### src/rtl/majority_pkg.sv
// Shared limits, default parameter values and the fault-counter width helper
// used by the majority voter and its tests.
package majority_pkg;

    localparam int N_MAX        = 15;
    localparam int FAULT_TH_MAX = 255;

    localparam int N_DEF        = 3;
    localparam int W_DEF        = 1;
    localparam int FAULT_TH_DEF = 3;

    // Bits needed to count from 0 up to and including th.
    function automatic int cnt_width(input int th);
        return $clog2(th + 1);
    endfunction

endpackage

### src/rtl/majority_bit.sv
// Combinational N-input majority for one bit position: popcount compared
// against the strict-majority threshold (N is odd, so no ties).
module majority_bit
    import majority_pkg::*;
#(
    parameter int N = N_DEF
) (
    input  logic [N-1:0] bits_i,
    output logic         vote_o
);

    localparam int CW = $clog2(N + 1);
    localparam logic [CW-1:0] HALF = CW'((N + 1) / 2);

    logic [CW-1:0] ones;

    always_comb begin
        ones = '0;
        for (int i = 0; i < N; i++) begin
            ones = ones + CW'(bits_i[i]);
        end
        vote_o = (ones >= HALF);
    end

endmodule

### src/rtl/majority_voter.sv
// N-channel, W-bit majority voter with one-cycle latency, per-channel
// disagreement flags and sticky faults after FAULT_TH consecutive disagreements.
module majority_voter
    import majority_pkg::*;
#(
    parameter int N        = N_DEF,
    parameter int W        = W_DEF,
    parameter int FAULT_TH = FAULT_TH_DEF
) (
    input  logic           clk,
    input  logic           rst_n,
    input  logic           in_valid,
    input  logic [N*W-1:0] in_data,
    input  logic           flt_clr,
    output logic           out_valid,
    output logic [W-1:0]   out_data,
    output logic [N-1:0]   disagree,
    output logic [N-1:0]   fault,
    output logic           any_fault
);

    localparam int CW = cnt_width(FAULT_TH);
    localparam logic [CW-1:0] TH  = CW'(FAULT_TH);
    localparam logic [CW-1:0] ONE = CW'(1);

    if ((N % 2) == 0 || N < 3 || N > N_MAX) begin : g_bad_n
        $error("majority_voter: N=%0d must be odd and in 3..%0d", N, N_MAX);
    end
    if (W < 1) begin : g_bad_w
        $error("majority_voter: W=%0d must be >= 1", W);
    end
    if (FAULT_TH < 1 || FAULT_TH > FAULT_TH_MAX) begin : g_bad_th
        $error("majority_voter: FAULT_TH=%0d must be in 1..%0d", FAULT_TH, FAULT_TH_MAX);
    end

    logic [W-1:0] vote;
    logic [N-1:0] dis;

    // Transpose so each voter sees bit j of every channel.
    for (genvar j = 0; j < W; j++) begin : g_bit
        logic [N-1:0] col;
        for (genvar i = 0; i < N; i++) begin : g_ch
            assign col[i] = in_data[i*W + j];
        end
        majority_bit #(.N(N)) u_bit (
            .bits_i (col),
            .vote_o (vote[j])
        );
    end

    always_comb begin
        for (int i = 0; i < N; i++) begin
            dis[i] = (in_data[i*W +: W] != vote);
        end
    end

    logic          out_valid_q;
    logic [W-1:0]  out_data_q;
    logic [N-1:0]  disagree_q;
    logic [N-1:0]  fault_q, fault_d;
    logic          any_fault_q;
    logic [CW-1:0] cnt_q [N];
    logic [CW-1:0] cnt_d [N];

    // Faulted channels still vote; the flag is observational only.
    always_comb begin
        fault_d = fault_q;
        for (int i = 0; i < N; i++) begin
            cnt_d[i] = cnt_q[i];
        end
        if (flt_clr) begin
            fault_d = '0;
            for (int i = 0; i < N; i++) begin
                cnt_d[i] = '0;
            end
        end else if (in_valid) begin
            for (int i = 0; i < N; i++) begin
                if (dis[i]) begin
                    cnt_d[i] = (cnt_q[i] == TH) ? cnt_q[i] : cnt_q[i] + ONE;
                end else begin
                    cnt_d[i] = '0;
                end
                if (cnt_d[i] == TH) begin
                    fault_d[i] = 1'b1;
                end
            end
        end
    end

    always_ff @(posedge clk or negedge rst_n) begin
        if (!rst_n) begin
            out_valid_q <= 1'b0;
            out_data_q  <= '0;
            disagree_q  <= '0;
            fault_q     <= '0;
            any_fault_q <= 1'b0;
            for (int i = 0; i < N; i++) begin
                cnt_q[i] <= '0;
            end
        end else begin
            out_valid_q <= in_valid;
            if (in_valid) begin
                out_data_q <= vote;
                disagree_q <= dis;
            end
            fault_q     <= fault_d;
            any_fault_q <= |fault_d;
            for (int i = 0; i < N; i++) begin
                cnt_q[i] <= cnt_d[i];
            end
        end
    end

    assign out_valid = out_valid_q;
    assign out_data  = out_data_q;
    assign disagree  = disagree_q;
    assign fault     = fault_q;
    assign any_fault = any_fault_q;

endmodule

### config.mk
export PLATFORM = sky130hd
export DESIGN_NAME = majority_voter
export DESIGN_NICKNAME = d
export VERILOG_FILES = /design/src/rtl/majority_pkg.sv /design/src/rtl/majority_bit.sv /design/src/rtl/majority_voter.sv
export SDC_FILE = /design/constraint.sdc
export NUM_CORES = 1
export LEC_CHECK = 0
export ABC_AREA = 1
export CORE_MARGIN = 5
export CORE_UTILIZATION = 33
export DETAILED_ROUTE_END_ITERATION = 8
export SLEW_MARGIN = 20
export SYNTH_ARGS = -nofsm -noshare
export SYNTH_HDL_FRONTEND = slang
export SYNTH_SLANG_ARGS = --single-unit
### constraint.sdc
create_clock -name clk -period 2.5 [get_ports clk]
set_clock_uncertainty 0.05 [all_clocks]
set_input_delay 0.5 -clock clk [delete_from_list [all_inputs] [get_ports clk]]
set_output_delay 0.5 -clock clk [all_outputs]
set_load 0.02 [all_outputs]
Yosys cells after proc, flatten, opt, wreduce, memory -nomap -nowiden --
Cells that the tools add are included.
Storage, ports and cells: output and inout port bits 9, input port bits 7, register bits 15
Cells by class: add/subtract/negate cells 5, muxes and demuxes 19, magnitude comparators 1, equality and inequality tests 9, reductions and logical operators 2
Operators with widths (number):
- two-way mux 2 bit | 12
- equality test 2 bit, second input constant | 6
- two-way mux 6 bit | 2
- adder 2 x 1 -> 2 bit, second input constant | 3
- two-way mux 3 bit | 2
- two-way mux 1 bit | 3
- inequality test 1 bit | 3
- OR reduction 3 bit | 1
- adder 1 x 1 -> 2 bit | 1
- adder 2 x 1 -> 2 bit | 1
- >= comparator 2 bit, second input constant | 1
- nonzero test 2 bit | 1

Longest topological paths before layout --
word-level depth 12, mapped depth 8

Hierarchy --
Synthesis repeated with hierarchy kept, for this count alone.
Second synthesis, totals: cells, all modules 80, area, all modules 685.7 µm²
By module, submodules not included:
- majority_voter | cells an instance 76, area an instance 661.9 µm², times used 1
- majority_bit | cells an instance 4, area an instance 23.8 µm², times used 1

Worst setup path before layout --
No wires, ideal clock.
path kind input to register, from in in_data[0], to reg cnt_q[3] in the netlist's numbering, setup time 0.074 ns, buffers on the path 0, path slack 1.044 ns, stages 8, arrival time 1.332 ns, required time 2.376 ns, cells stage by stage ha_1 > nand2_2 > nand2_1 > nand2_1 > nand2_1 > nor2_1 > nand2_1 > o21ai_2
Between the ends: longest elaborated chain between the ends 9
Ends and longest elaborated chain:
- start: declaration | line majority_voter.sv:13 | input logic [N*W-1:0] in_data,
- adder 1 x 1 -> 2 bit | line majority_bit.sv:20 | ones = ones + CW'(bits_i[i]);
- adder 2 x 1 -> 2 bit | line majority_bit.sv:20
- >= comparator 2 bit | line majority_bit.sv:22 | vote_o = (ones >= HALF);
- inequality test 1 bit | line majority_voter.sv:53 | dis[i] = (in_data[i*W +: W] != vote);
- two-way mux 2 bit | line majority_voter.sv:78 | if (dis[i]) begin
- two-way mux 2 bit | line majority_voter.sv:76 | end else if (in_valid) begin
- two-way mux 2 bit | line majority_voter.sv:71 | if (flt_clr) begin
- two-way mux 6 bit | line majority_voter.sv:76
- two-way mux 6 bit | line majority_voter.sv:71
- end signal: indexed assignment | line majority_voter.sv:109 | cnt_q[i] <= cnt_d[i];
- end: declaration | line majority_voter.sv:62 | logic [CW-1:0] cnt_q [N];
No other way between the ends. The select of a mux whose other input is x is not followed. A chain may end at the register's enable or synchronous reset.

Worst setup path after layout --
from reg fault_q[1] (netlist: fault[1]), to out fault[1]
RTL lines:
- start: declaration | line majority_voter.sv:60 | logic [N-1:0] fault_q, fault_d;
- start signal: assignment | line majority_voter.sv:106 | fault_q <= fault_d;
- end: declaration | line majority_voter.sv:18 | output logic [N-1:0] fault,
No word-level cell between the ends.

==> Implementation_results.wiki <==
{| class="wikitable"
! Metric !! Value
|-
| Final Hold Vio Count || 0
|-
| Setup repair after global routing missed its margin || false
|-
| Area Growth Syn to Fin || 28.8%
|-
| Overall routed net length || 1400 um
|-
| Series of cell instances along the critical path || clkdlybuf4s50_1
|-
| Maximum clock rate || 0.553 GHz
|-
| Total buffers and inverters traversed by the critical path || 1
|-
| Busiest layer in global routing || met2
|-
| Endpoint arrival time on the critical path || 1.26 ns
|-
| Post-CTS Setup Bufs || 0
|-
| Met3 global-route usage || 3.48%
|-
| Cell at the root of the clock tree || clkbuf_4
|-
| Proportion of synthesized chip area in sequential cells || 54.1%
|-
| Sort of element at the start of the critical path || flip-flop
|-
| Worst path max stage delay || 0.60 ns
|-
| Routed wire length per instance || 11.1 um
|-
| Most common library cell in the layout ignoring fill and taps || nand2_1
|-
| NumNets Final || 108
|-
| GR Layer Usage met1 || 12.9%
|-
| Aggregate negative setup slack || 0 ns
|-
| Remaining global-route overflow || 0
|-
| Routability-driven placement congestion ratio || 0.847
|-
| Crit share post-route || 72.3%
|-
| Placed standard-cell area || 867 um2
|-
| Number of instances in the synthesized netlist || 81
|-
| Global-route wire length before repair || 2530 um
|-
| Hold_ws || 0.442 ns
|-
| Clock network latency to the later pin of the worst-skew pair || 0.29 ns
|-
| Kind of cell adding the most delay to the critical path || buffers and inverters
|-
| Clock net sink count || 15
|-
| Die Outline Area || 0.00312 mm2
|-
| Y dimension of the die || 55.9 um
|-
| Class of the tightest hold or removal check || reg2reg
|-
| Static Leakage || 0.450 nW
|-
| Number of DRC markers in iteration 0 || 11
|-
| Count of yosys warnings during synthesis || 0
|-
| Residual DRC || 0
|-
| Yosys cell types || 18
|-
| Number of global-route vias before repair || 590
|-
| Count of buffers inserted at the top-level ports || 15
|-
| Core footprint || 0.00198 mm2
|-
| Antenna cells || 0
|-
| Vias per cell || 4.79
|-
| Relative slew slack || 54.4%
|-
| Measured slew at the worst slew-check pin || 0.682 ns
|-
| Final Cell Area || 895 um2
|-
| Commonest cells after routing, fill and taps aside || nand2_1, dfrtp_1, clkdlybuf4s50_1, inv_1
|-
| Min Clock Period, post-route || 1.81 ns
|-
| Gates resized, CTS repair || 0
|-
| Slowest stage cell, crit path || clkdlybuf4s50_1
|-
| Kind of critical path || reg2out
|-
| Status || finished, final reports clean
|-
| Number of buffers on the longest clock path || 2
|-
| Post-Synthesis Cell Area || 694 um2
|-
| Number of buffers inserted during clock tree synthesis || 3
|-
| Via count || 603
|-
| Crit path max fanout || 2
|-
| Final core utilization || 45.1%
|-
| Die Wd || 55.9 um
|-
| Synthesized area per cell || 8.57 um2
|-
| Areal power density over the cells || 564 mW/mm2
|-
| Total power || 504 uW
|-
| Setup violations, final || 0
|-
| Initial standard-cell utilization of the core || 35.0%
|-
| Global-route usage over all layers || 10.3%
|-
| Number of I/O pins || 16
|-
| Clock transition at the registers of the reported paths || 0.10 ns
|-
| TritonCTS clock tree || built
|-
| Pin count of the biggest net entering global routing || 16
|-
| H-Tree Depth || 1
|-
| Max capacitance violation total || 0
|-
| Share of post-route cells with drive strength above 1 || 10.1%
|-
| Count of final max-slew check failures || 0
|-
| CP required || 1.95 ns
|-
| Remaining number of nets flagged by the antenna check after routing || 0
|-
| Router iterations before antenna repair || 4
|-
| Peak supply drop || 346 uV
|-
| DPL Wire Length || 1080 um
|-
| Post-CTS Hold Buffers || 0
|-
| Flops & latches, synth || 15
|-
| Post-synth net total || 89
|-
| Endpoint type of the worst setup path || output pin
|-
| Number of antenna violations at the first check in global routing || 0
|-
| FP Rows || 16
|-
| Met2 usage || 15.5%
|}
==> worst paths after layout <==
| kind | start | slack (ns) | cells after the start | end |
|---|---|---|---|---|
| setup / recovery | fault[1] | 0.69 | 1 | fault[1] |
| hold / removal | disagree[0] | 0.44 | 2 | disagree[0] |
| setup reg to reg | cnt_q[1] | 1.60 | 4 | any_fault |
| hold reg to reg | disagree[0] | 0.44 | 2 | disagree[0] |
| max in group asynchronous | rst_n | 1.40 | 1 | out_valid |
| min in group asynchronous | rst_n | 0.56 | 1 | fault[0] |
==> sequential cells by signal, indices dropped and copies added, names as in the netlist <==
name       count
cnt_q          6
out_valid      1
out_data       1
any_fault      1
fault          3
disagree       3
==> layer usage <==
layer / routed length [um] / vias to the layer above
li1: - / 304
met1: 661 / 282
met2: 636 / 13
met3: 74 / 4
met4: 25 / 0
met5: 0 / -
==> metrics by stage <==
stage | setup slack [ns] | cells
3_5_place_dp | 0.426 | 122
4_1_cts | 0.677 | 126
6_report | 0.692 | 126
5_1_grt | 0.610 | 126
3_3_place_gp | 0.462 | 122
2_1_floorplan | 1.04 | 81
==> kinds of logic after synthesis <==
family / Yosys count / synth area share [%]
fa+ha+maj: 1 / 1.80
flops: 15 / 54.1
compound gates: 13 / 11.0
buf+inv: 15 / 9.19
simple gates: 37 / 24.0
==> cell type report <==
class                           count  area, um2
Tap cell                           27       33.8
Clock buffer                        3       22.5
Multi-Input combinational cell     51        255
Timing Repair Buffer               15        150
Clock inverter                      1       5.00
Sequential cell                    15        375
Fill cell                         194       1090
Inverter                           14       52.6
==> cells in the mapped netlist <==
cell / n / share of area [%]
a31oi_1: 1 / 0.90
buf_6: 1 / 1.6
dfrtp_1: 15 / 54
ha_1: 1 / 1.8
inv_1: 13 / 7.0
inv_2: 1 / 0.54
nand2_1: 18 / 9.7
nand2_2: 2 / 1.8
nand3_1: 7 / 5.0
nand3_2: 1 / 1.4
nand4_1: 2 / 1.8
nor2_1: 6 / 3.2
nor2_2: 1 / 0.90
o211ai_1: 2 / 2.2
o21ai_0: 7 / 5.0
o21ai_1: 1 / 0.72
o21ai_2: 1 / 1.3
o22ai_1: 1 / 0.90
==> power by group <==
part / total (mW) / switching, mW / internal, mW
Sequential: 0.266 / 0.00820 / 0.258
Combinational: 0.0929 / 0.0534 / 0.0396
Clock: 0.146 / 0.0860 / 0.0596
Power figures use the tool's default switching activity.
